===== config.mk =====
export PLATFORM = sky130hd
export DESIGN_NAME = life_engine_4x4
export DESIGN_NICKNAME = d
export VERILOG_FILES = /design/src/rtl/life_pkg.sv /design/src/rtl/life_cell_rule.sv /design/src/rtl/life_engine_4x4.sv
export SDC_FILE = /design/constraint.sdc
export NUM_CORES = 1
export LEC_CHECK = 0
export CORE_MARGIN = 3
export CORE_UTILIZATION = 37
export CTS_CLUSTER_SIZE = 14
export DETAILED_ROUTE_END_ITERATION = 10
export PLACE_DENSITY = 0.67
export SLEW_MARGIN = 20
export SYNTH_ARGS = -nofsm -noshare
export SYNTH_HDL_FRONTEND = slang
export SYNTH_SLANG_ARGS = --single-unit

===== constraint.sdc =====
create_clock -name clk -period 6.5 [get_ports clk]
set_input_delay 0.975 -clock clk [delete_from_list [all_inputs] [get_ports clk]]
set_output_delay 0.975 -clock clk [all_outputs]
set_load 0.03 [all_outputs]

===== src/rtl/life_pkg.sv =====
// Shared definitions for the 4x4 Game of Life generation engine.
// Contents: board geometry, the (x, y) -> bit-index helper and the
// controller state encoding.
package life_pkg;

  localparam int GRID_W = 4;
  localparam int GRID_H = 4;
  localparam int CELLS  = GRID_W * GRID_H;

  // IDLE waits for a trigger, COMPUTE walks the 16 cells, COMMIT publishes.
  typedef enum logic [1:0] {
    IDLE    = 2'd0,
    COMPUTE = 2'd1,
    COMMIT  = 2'd2
  } state_e;

  // Board bit index of cell (x, y): index = y*4 + x.
  function automatic logic [3:0] cell_idx(input logic [1:0] x, input logic [1:0] y);
    return {y, x};
  endfunction

endpackage


===== src/rtl/life_cell_rule.sv =====
// B3/S23 rule for a single cell.
// Ports:
//   nbr_i  [7:0]  the eight neighbour cells (order irrelevant)
//   cell_i        current value of the cell itself
//   next_o        value of the cell in the next generation
module life_cell_rule (
  input  logic [7:0] nbr_i,
  input  logic       cell_i,
  output logic       next_o
);

  logic [3:0] count_s;

  // Live-neighbour population count, range 0..8.
  always_comb begin
    count_s = 4'd0;
    for (int i = 0; i < 8; i++) begin
      count_s = count_s + {3'd0, nbr_i[i]};
    end
  end

  // Three neighbours give birth, two keep the cell as it is, anything else kills it.
  always_comb begin
    case (count_s)
      4'd3:    next_o = 1'b1;
      4'd2:    next_o = cell_i;
      default: next_o = 1'b0;
    endcase
  end

endmodule


===== src/rtl/life_engine_4x4.sv =====
// Generation engine for a 4x4 Game of Life board.
// The board is held in alive_q. A trigger (step, run-mode frame pacing)
// starts a 16-cycle sweep that evaluates one cell per cycle from the frozen
// board into next_q; a single COMMIT cycle then publishes all 16 cells at
// once, so the display never sees a half-computed generation.
// Ports:
//   clk, reset         rising-edge clock, synchronous active-high reset
//   frame_tick         one-cycle pulse at the start of vertical blanking
//   run                level, enables free-run pacing
//   step               one-cycle pulse, requests one generation
//   load, load_pattern one-cycle pulse replacing the board (aborts a sweep)
//   alive [15:0]       current board, bit = y*4 + x
//   busy               high while a generation is in progress
//   done               one-cycle pulse after a commit
//   generation [15:0]  committed generations since reset or load
module life_engine_4x4
  import life_pkg::*;
#(
  parameter int unsigned FRAMES_PER_GEN = 30,
  parameter bit          WRAP           = 1'b0,
  parameter logic [15:0] INIT_PATTERN   = 16'h0070
) (
  input  logic        clk,
  input  logic        reset,
  input  logic        frame_tick,
  input  logic        run,
  input  logic        step,
  input  logic        load,
  input  logic [15:0] load_pattern,
  output logic [15:0] alive,
  output logic        busy,
  output logic        done,
  output logic [15:0] generation
);

  localparam logic [7:0] FRAME_LAST = 8'(FRAMES_PER_GEN - 1);
  localparam logic [3:0] LAST_IDX   = 4'(CELLS - 1);

  state_e      state_q, state_d;
  logic [15:0] alive_q;
  logic [15:0] next_q;
  logic [15:0] gen_q;
  logic [7:0]  frame_cnt_q;
  logic [3:0]  idx_q;
  logic        done_q;

  logic        pace_hit_s;
  logic [1:0]  cx_s, cy_s;
  logic [7:0]  nbr_s;
  logic        rule_next_s;

  // Neighbour at offset (dx, dy); off-board cells are dead unless WRAP folds them mod 4.
  function automatic logic nbr_bit(input logic [15:0] b, input logic [1:0] x,
                                   input logic [1:0] y, input int dx, input int dy);
    int   nx;
    int   ny;
    logic on_board;
    nx       = int'(x) + dx;
    ny       = int'(y) + dy;
    on_board = (nx >= 0) && (nx < GRID_W) && (ny >= 0) && (ny < GRID_H);
    if (WRAP || on_board) begin
      return b[cell_idx(2'(nx), 2'(ny))];
    end else begin
      return 1'b0;
    end
  endfunction

  assign pace_hit_s = run && frame_tick && (frame_cnt_q == FRAME_LAST);
  assign cx_s       = idx_q[1:0];
  assign cy_s       = idx_q[3:2];

  // Gather the eight neighbours of the cell currently being evaluated.
  always_comb begin
    nbr_s[0] = nbr_bit(alive_q, cx_s, cy_s, -1, -1);
    nbr_s[1] = nbr_bit(alive_q, cx_s, cy_s,  0, -1);
    nbr_s[2] = nbr_bit(alive_q, cx_s, cy_s,  1, -1);
    nbr_s[3] = nbr_bit(alive_q, cx_s, cy_s, -1,  0);
    nbr_s[4] = nbr_bit(alive_q, cx_s, cy_s,  1,  0);
    nbr_s[5] = nbr_bit(alive_q, cx_s, cy_s, -1,  1);
    nbr_s[6] = nbr_bit(alive_q, cx_s, cy_s,  0,  1);
    nbr_s[7] = nbr_bit(alive_q, cx_s, cy_s,  1,  1);
  end

  life_cell_rule u_rule (
    .nbr_i  (nbr_s),
    .cell_i (alive_q[idx_q]),
    .next_o (rule_next_s)
  );

  // Controller state register.
  always_ff @(posedge clk) begin
    if (reset) begin
      state_q <= IDLE;
    end else begin
      state_q <= state_d;
    end
  end

  // Next-state logic; load always wins and returns to IDLE.
  always_comb begin
    state_d = state_q;
    case (state_q)
      IDLE: begin
        if (!load && (step || pace_hit_s)) state_d = COMPUTE;
        else                               state_d = IDLE;
      end
      COMPUTE: begin
        if (load)                    state_d = IDLE;
        else if (idx_q == LAST_IDX)  state_d = COMMIT;
        else                         state_d = COMPUTE;
      end
      COMMIT:  state_d = IDLE;
      default: state_d = IDLE;
    endcase
  end

  // Output decode from the registered state.
  always_comb begin
    busy = (state_q != IDLE);
  end

  // Board, sweep, pacing and generation datapath.
  always_ff @(posedge clk) begin
    if (reset) begin
      alive_q     <= INIT_PATTERN;
      next_q      <= 16'h0000;
      gen_q       <= 16'h0000;
      frame_cnt_q <= 8'd0;
      idx_q       <= 4'd0;
      done_q      <= 1'b0;
    end else begin
      // A load during COMMIT discards the generation, so no done pulse.
      done_q <= (state_q == COMMIT) && !load;
      if (load) begin
        alive_q     <= load_pattern;
        gen_q       <= 16'h0000;
        frame_cnt_q <= 8'd0;
        idx_q       <= 4'd0;
      end else begin
        case (state_q)
          IDLE: begin
            idx_q <= 4'd0;
            // A simultaneous step takes priority and the tick is not counted.
            if (!step && run && frame_tick) begin
              frame_cnt_q <= pace_hit_s ? 8'd0 : frame_cnt_q + 8'd1;
            end
          end
          COMPUTE: begin
            next_q[idx_q] <= rule_next_s;
            idx_q         <= idx_q + 4'd1;
          end
          COMMIT: begin
            alive_q <= next_q;
            gen_q   <= gen_q + 16'd1;
          end
          default: idx_q <= 4'd0;
        endcase
      end
    end
  end

  assign alive      = alive_q;
  assign done       = done_q;
  assign generation = gen_q;

endmodule


# [Word level (Yosys, flattened, before mapping)]
# Cells that the tools add are included.
# Widths: inputs -> output; s select.
[totals] register_bits=63 memories=0 ram_bits=0 mem_bits_ro=0 latchBits=0 inputBits=22 word_cells=123
[classes] div=0 n_bitwise=1 add_sub_neg=14 mul=0 reduce_logical=35 n_lt_le_gt_ge=22 mux=38 n_shift=0 eq_ne=6
[ops] cell="$lt 4x5->1 const B" n=9
[ops] cell="$bmux 1 s4" n=9
[ops] cell="$mux 16" n=2
[ops] cell="$logic_and 1x1->1" n=26
[ops] cell="$add 4x1->4" n=6
[ops] cell="$mux 1" n=19
[ops] cell="$add 16x1->16 const B" n=1
[ops] cell="$bwmux 16" n=1
[ops] cell="$ge 4x1->1 const B" n=3
[ops] cell="$add 3x1->4 const B" n=2
[ops] cell="$add 8x1->8 const B" n=1
[ops] cell="$eq 4x2->1 const B" n=2
[ops] cell="$eq 8x5->1 const B" n=1
[ops] cell="$lt 4x4->1 const B" n=2
[ops] cell="$mux 8" n=1
[ops] cell="$pmux 4 s2" n=1
[ops] cell="$add 2x1->3 const B" n=2
[ops] cell="$ge 3x1->1 const B" n=2
[ops] cell="$lt 2x3->1 const B" n=2
[ops] cell="$lt 3x3->1 const B" n=2
[ops] cell="$add 4x1->4 const B" n=1
[ops] cell="$demux 1 s4" n=1
[ops] cell="$eq 4x4->1 const B" n=1
[ops] cell="$ge 2x1->1 const B" n=2
[ops] cell="13 further kinds" n=17

# [Logic depth before layout (Yosys ltp)]
[depth] depth_word=16 ltp_mapped=19 mapped_depth_nobuf=16

# [Modules after synthesis]
# A second synthesis with hierarchy kept.
[hier_totals] cells_unflattened=482 hier_area_um2=4032.6
[modules_own_cells] mod="life_engine_4x4" n_inst=1 seq_area_each_um2=1261.2 cells_each=465 area_per_inst_um2=3854.9
[modules_own_cells] mod="life_cell_rule" n_inst=1 seq_area_each_um2=0.0 cells_each=17 area_per_inst_um2=177.7

# [Worst setup path after synthesis]
# OpenSTA, ideal clock, no wires.
[synth_path] path_type="reg-to-reg" startpoint="reg idx_q[1]" endpoint="reg next_q[10]" required_ns=6.416 slack_ns=0.799 synth_period_minus_slack_ns=5.701 arrival_ns=5.617 path_stages_with_launch=18 setup_ns=0.084 cell_sequence="dfxtp_1 > buf_6 > inv_1 > ha_1 > clkbuf_1 > mux4_2 > mux4_2 > nor3b_1 > ha_1 > inv_1 > fa_1 > fa_1 > fa_1 > fa_1 > or2_2 > a311o_2 > buf_6 > o31ai_2"
[synth_between] elab_chain_len=16 elab_cells_between_ends=69 classes_between="9 x add/sub; 8 x order compare; 2 x eq/ne; 30 x mux; 20 x reduce/logical"
[synth_lines] element="start, declared" line_no="life_engine_4x4.sv:44" text="logic [3:0] idx_q;"
[synth_lines] element="start signal, assigned" line_no="life_engine_4x4.sv:150" text="idx_q <= idx_q + 4'd1;"
[synth_lines] element="$add 3x1->4" line_no="life_engine_4x4.sv:58" text="nx = int'(x) + dx;"
[synth_lines] element="$ge 4x1->1 or $lt 4x4->1 (tied branches)" line_no="life_engine_4x4.sv:60" text="on_board = (nx >= 0) && (nx < GRID_W) && (ny >= 0) && (ny < GRID_H);"
[synth_lines] element="$logic_and 1x1->1 (3 in a row)" line_no="life_engine_4x4.sv:60"
[synth_lines] element="$mux 1" line_no="life_engine_4x4.sv:61" text="if (WRAP || on_board) begin"
[synth_lines] element="$add 1x1->2" line_no="life_cell_rule.sv:18" text="count_s = count_s + {3'd0, nbr_i[i]};"
[synth_lines] element="$add 4x1->4 (6 in a row)" line_no="life_cell_rule.sv:18"
[synth_lines] element="$eq 4x2->1" line_no="life_cell_rule.sv:24" text="case (count_s)"
[synth_lines] element="$pmux 1 s2" line_no="life_cell_rule.sv:24"
[synth_lines] element="$bwmux 16 *" line_no="life_engine_4x4.sv:149" text="next_q[idx_q] <= rule_next_s;"
[synth_lines] element="end signal, assigned by index" line_no="life_engine_4x4.sv:149"
[synth_lines] element="end, declared" line_no="life_engine_4x4.sv:41" text="logic [15:0] next_q;"
# Mark *: on every way between the ends. The rest lies on a longest branch, timed or not. The select of a mux whose other input is x is not followed.
# A chain may end at the register's enable or synchronous reset.

# [Worst setup path after layout]
[layout_path] startpoint="reg idx_q[1]" endpoint="reg next_q[0]"
# Same word-level chain as after synthesis.

==> results.yml <==
clocking:
  cts_sinks: 63
  cts_tree: "yes"
  clock_latency_ns: 0.34
  hold_buffers: 0
  cts-resized-gates: 0
  cts-buffers-inserted: 9
  htree_levels: 3
  post_cts_buffers: 0
  clk_pin_slew_worst_paths_ns: 0.07
  cts_root_buf: "clkbuf_8"
  clock_path_buffers: 2
drt:
  wl_mm: 9.14
  drc: 0
  wl_met3_um: 459
  met2_length_mm: 4.39
  dr.pass1.iters: 4
  dr.first_iter.drc_count: 266
  drt-met1-wl_mm: 4.19
  ant_nets: 0
  routedWlPerCell_um: 16.2
  highest_layer: "met4"
  dr_total_vias: 3057
  vias_per_cell: 5.42
cells_and_area:
  multi_input_area_mm2: 0.00239
  fillers: 941
  antennaDiodeCount: 0
  regArea_mm2: 0.00126
  area_delta_synth_final_pct: 22.4
  final_cell_mix: "63 x dfxtp_1, 55 x clkdlybuf4s50_1, 46 x nor2_1"
  nets: 468
  drive_above_1_share: 0.193
  mostFrequentLayoutCell: "dfxtp_1"
hold_path:
  hold_class: "reg2reg"
die:
  placementRows: 36
  chipWidth_um: 108
  core_area_mm2: 0.00991
  start_util: 0.386
  ios: 56
  die_area_mm2: 0.0116
  die_y_um: 108
critical_path:
  critPathBufInv: 3
  worstSetupStartpointType: "flip-flop"
  path_delay_family: "adder cells"
  crit_top_cell: "fa_1"
  crit_type: "reg2reg"
  worstPathArrival_ns: 6.05
  crit_required_ns: 6.75
  worst-path-max-fanout: 16
  slowest_delay_ns: 0.58
  crit_chain: "buf_4 -> inv_1 -> ha_1 -> mux4_2 -> mux4_2 -> nor3b_1 -> ha_1 -> inv_1 -> fa_1 -> fa_1 -> fa_1 -> fa_1 -> or2_2 -> a311o_2 -> o31ai_1"
  endpoint_kind: "flip-flop"
  cp_slowest_cell: "mux4_2"
placed_design:
  numPortBuffers: 55
  place_congestion: 0.836
  dp_hpwl_mm: 6.64
power:
  p_leak_uw: 0.00164
  p_per_area_mw_per_mm2: 190
  peakVddDrop_mv: 0.118
synthesis:
  synth_top_family_by_area: "multiplexers"
  async_flop_share: 0
  yosys.area_share.simple: 0.201
  synthFlopType: "dfxtp_1"
  ys_ff_latch: 63
  synth_fa_ha_area_frac: 0.0732
  syn_inst: 375
  avgSynthCellArea_um2: 10.2
  yosysWarnings: 0
  syn-cell-area_mm2: 0.00383
  synth-compound-area-share: 0.0807
  syn-num-nets: 417
  synth.yosys.seq_area_share: 0.329
  synth_edf_count: 0
  ys_types: 46
  synth_xor_xnor_area_share: 0.0389
  muxShareOfSynthArea: 0.231
sta:
  fmax_mhz: 172
  setup_viol: 0
  fin_setup_tns_ns: 0
  hold_ws_ns: 0.485
  fin_skew_ns: 0.00557
  finalCriticalPeriod_ns: 5.80
  post-route-period-util: 0.892
  hold_viol: 0
  rsz0062_at_grt: "false"
  worst_slew_pin_slew_ns: 1.03
  slew-limit-headroom: 0.310
  maxSlewViolCount: 0
grt:
  antenna_found_initial: 0
  grtUsageTotal: 0.167
  grt_pass1_vias: 3067
  grt_max_degree: 37
  grt_remaining_overflow: 0
  grt_pass1_wl_mm: 15.5
job:
  cap_violations: 0
outcome:
  status: "finished clean"
per-stage QoR:
stage	std cells	power, uW	instance area, um2	util	setup slack (ns)
final	564	892	4690	0.473	0.701
after global routing	564	927	4690	0.473	0.408
after CTS	564	903	4690	0.473	0.664
after detailed placement	548	519	4470	0.451	0.674
after global placement	548	517	4470	0.451	0.843
after floorplan	375	478	3830	-	0.799
layout make-up:
cell class | count | share of cell area
flip-flops and latches | 63 | 0.269
inverters | 9 | 0.00721
repair buffers | 63 | 0.130
clock buffers | 10 | 0.0294
clock inverters | 6 | 0.0179
well taps | 133 | 0.0355
multi-input cells | 280 | 0.511
worst min-delay path, delay by kind of cell (launching register included):
kind	cells	cell delay, ns
flops	1	0.33
compound gates	2	0.11
cells in the mapped netlist, types with 3 or more instances:
cell type	instances	area [um2]
xnor2_1	8	70.1
or2_2	4	25.0
nor2_1	46	173
fa_1	4	80.1
nor4b_1	3	26.3
mux2_2	22	248
nand4_1	7	43.8
inv_1	7	26.3
or4_1	3	22.5
clkbuf_1	14	52.6
nand3_1	22	110
o31ai_1	9	67.6
nand2b_1	6	37.5
nor3b_1	3	22.5
nand3b_1	18	135
mux4_2	18	405
o31ai_2	10	125
dfxtp_1	63	1260
a21oi_1	10	50.1
ha_1	16	200
mux2i_1	23	230
or3_1	3	18.8
buf_6	4	45.0
xor2_1	9	78.8
o21ai_0	5	25.0
nand2_1	13	48.8
logic make-up after synthesis:
family                   count (synthesis)
AND/OR/NAND/NOR                        141
adder cells (fa/ha/maj)                 20
AO/OA/AOI/OAI                           39
flip-flops                              63
XOR/XNOR                                17
buffers and inverters                   32
multiplexers                            63
report_power, final:
part	switching [uW]	internal (uW)
Clock	156	225
Sequential	10.9	393
Combinational	52.0	54.8
flip-flops by register name (all words and copies together) (netlist names):
register / count
done: 1
generation: 16
next_q: 16
idx_q: 4
state_q: 2
alive: 16
frame_cnt_q: 8
layer usage:
layer / track usage / vias to the layer above
met4: 0.0703 / 0
met3: 0.0228 / 7
met5: 0 / -
met2: 0.264 / 76
li1: - / 1481
met1: 0.229 / 1493
worst paths after layout:
check,startpoint,endpoint,slack [ns],depth (start not counted)
hold / removal,generation[15],generation[15],0.49,2
hold reg to reg,generation[15],generation[15],0.49,2
setup reg to reg,idx_q[1],next_q[0],0.70,15
setup / recovery,idx_q[1],next_q[0],0.70,15
No activity file was read; power rests on OpenSTA's default activity.
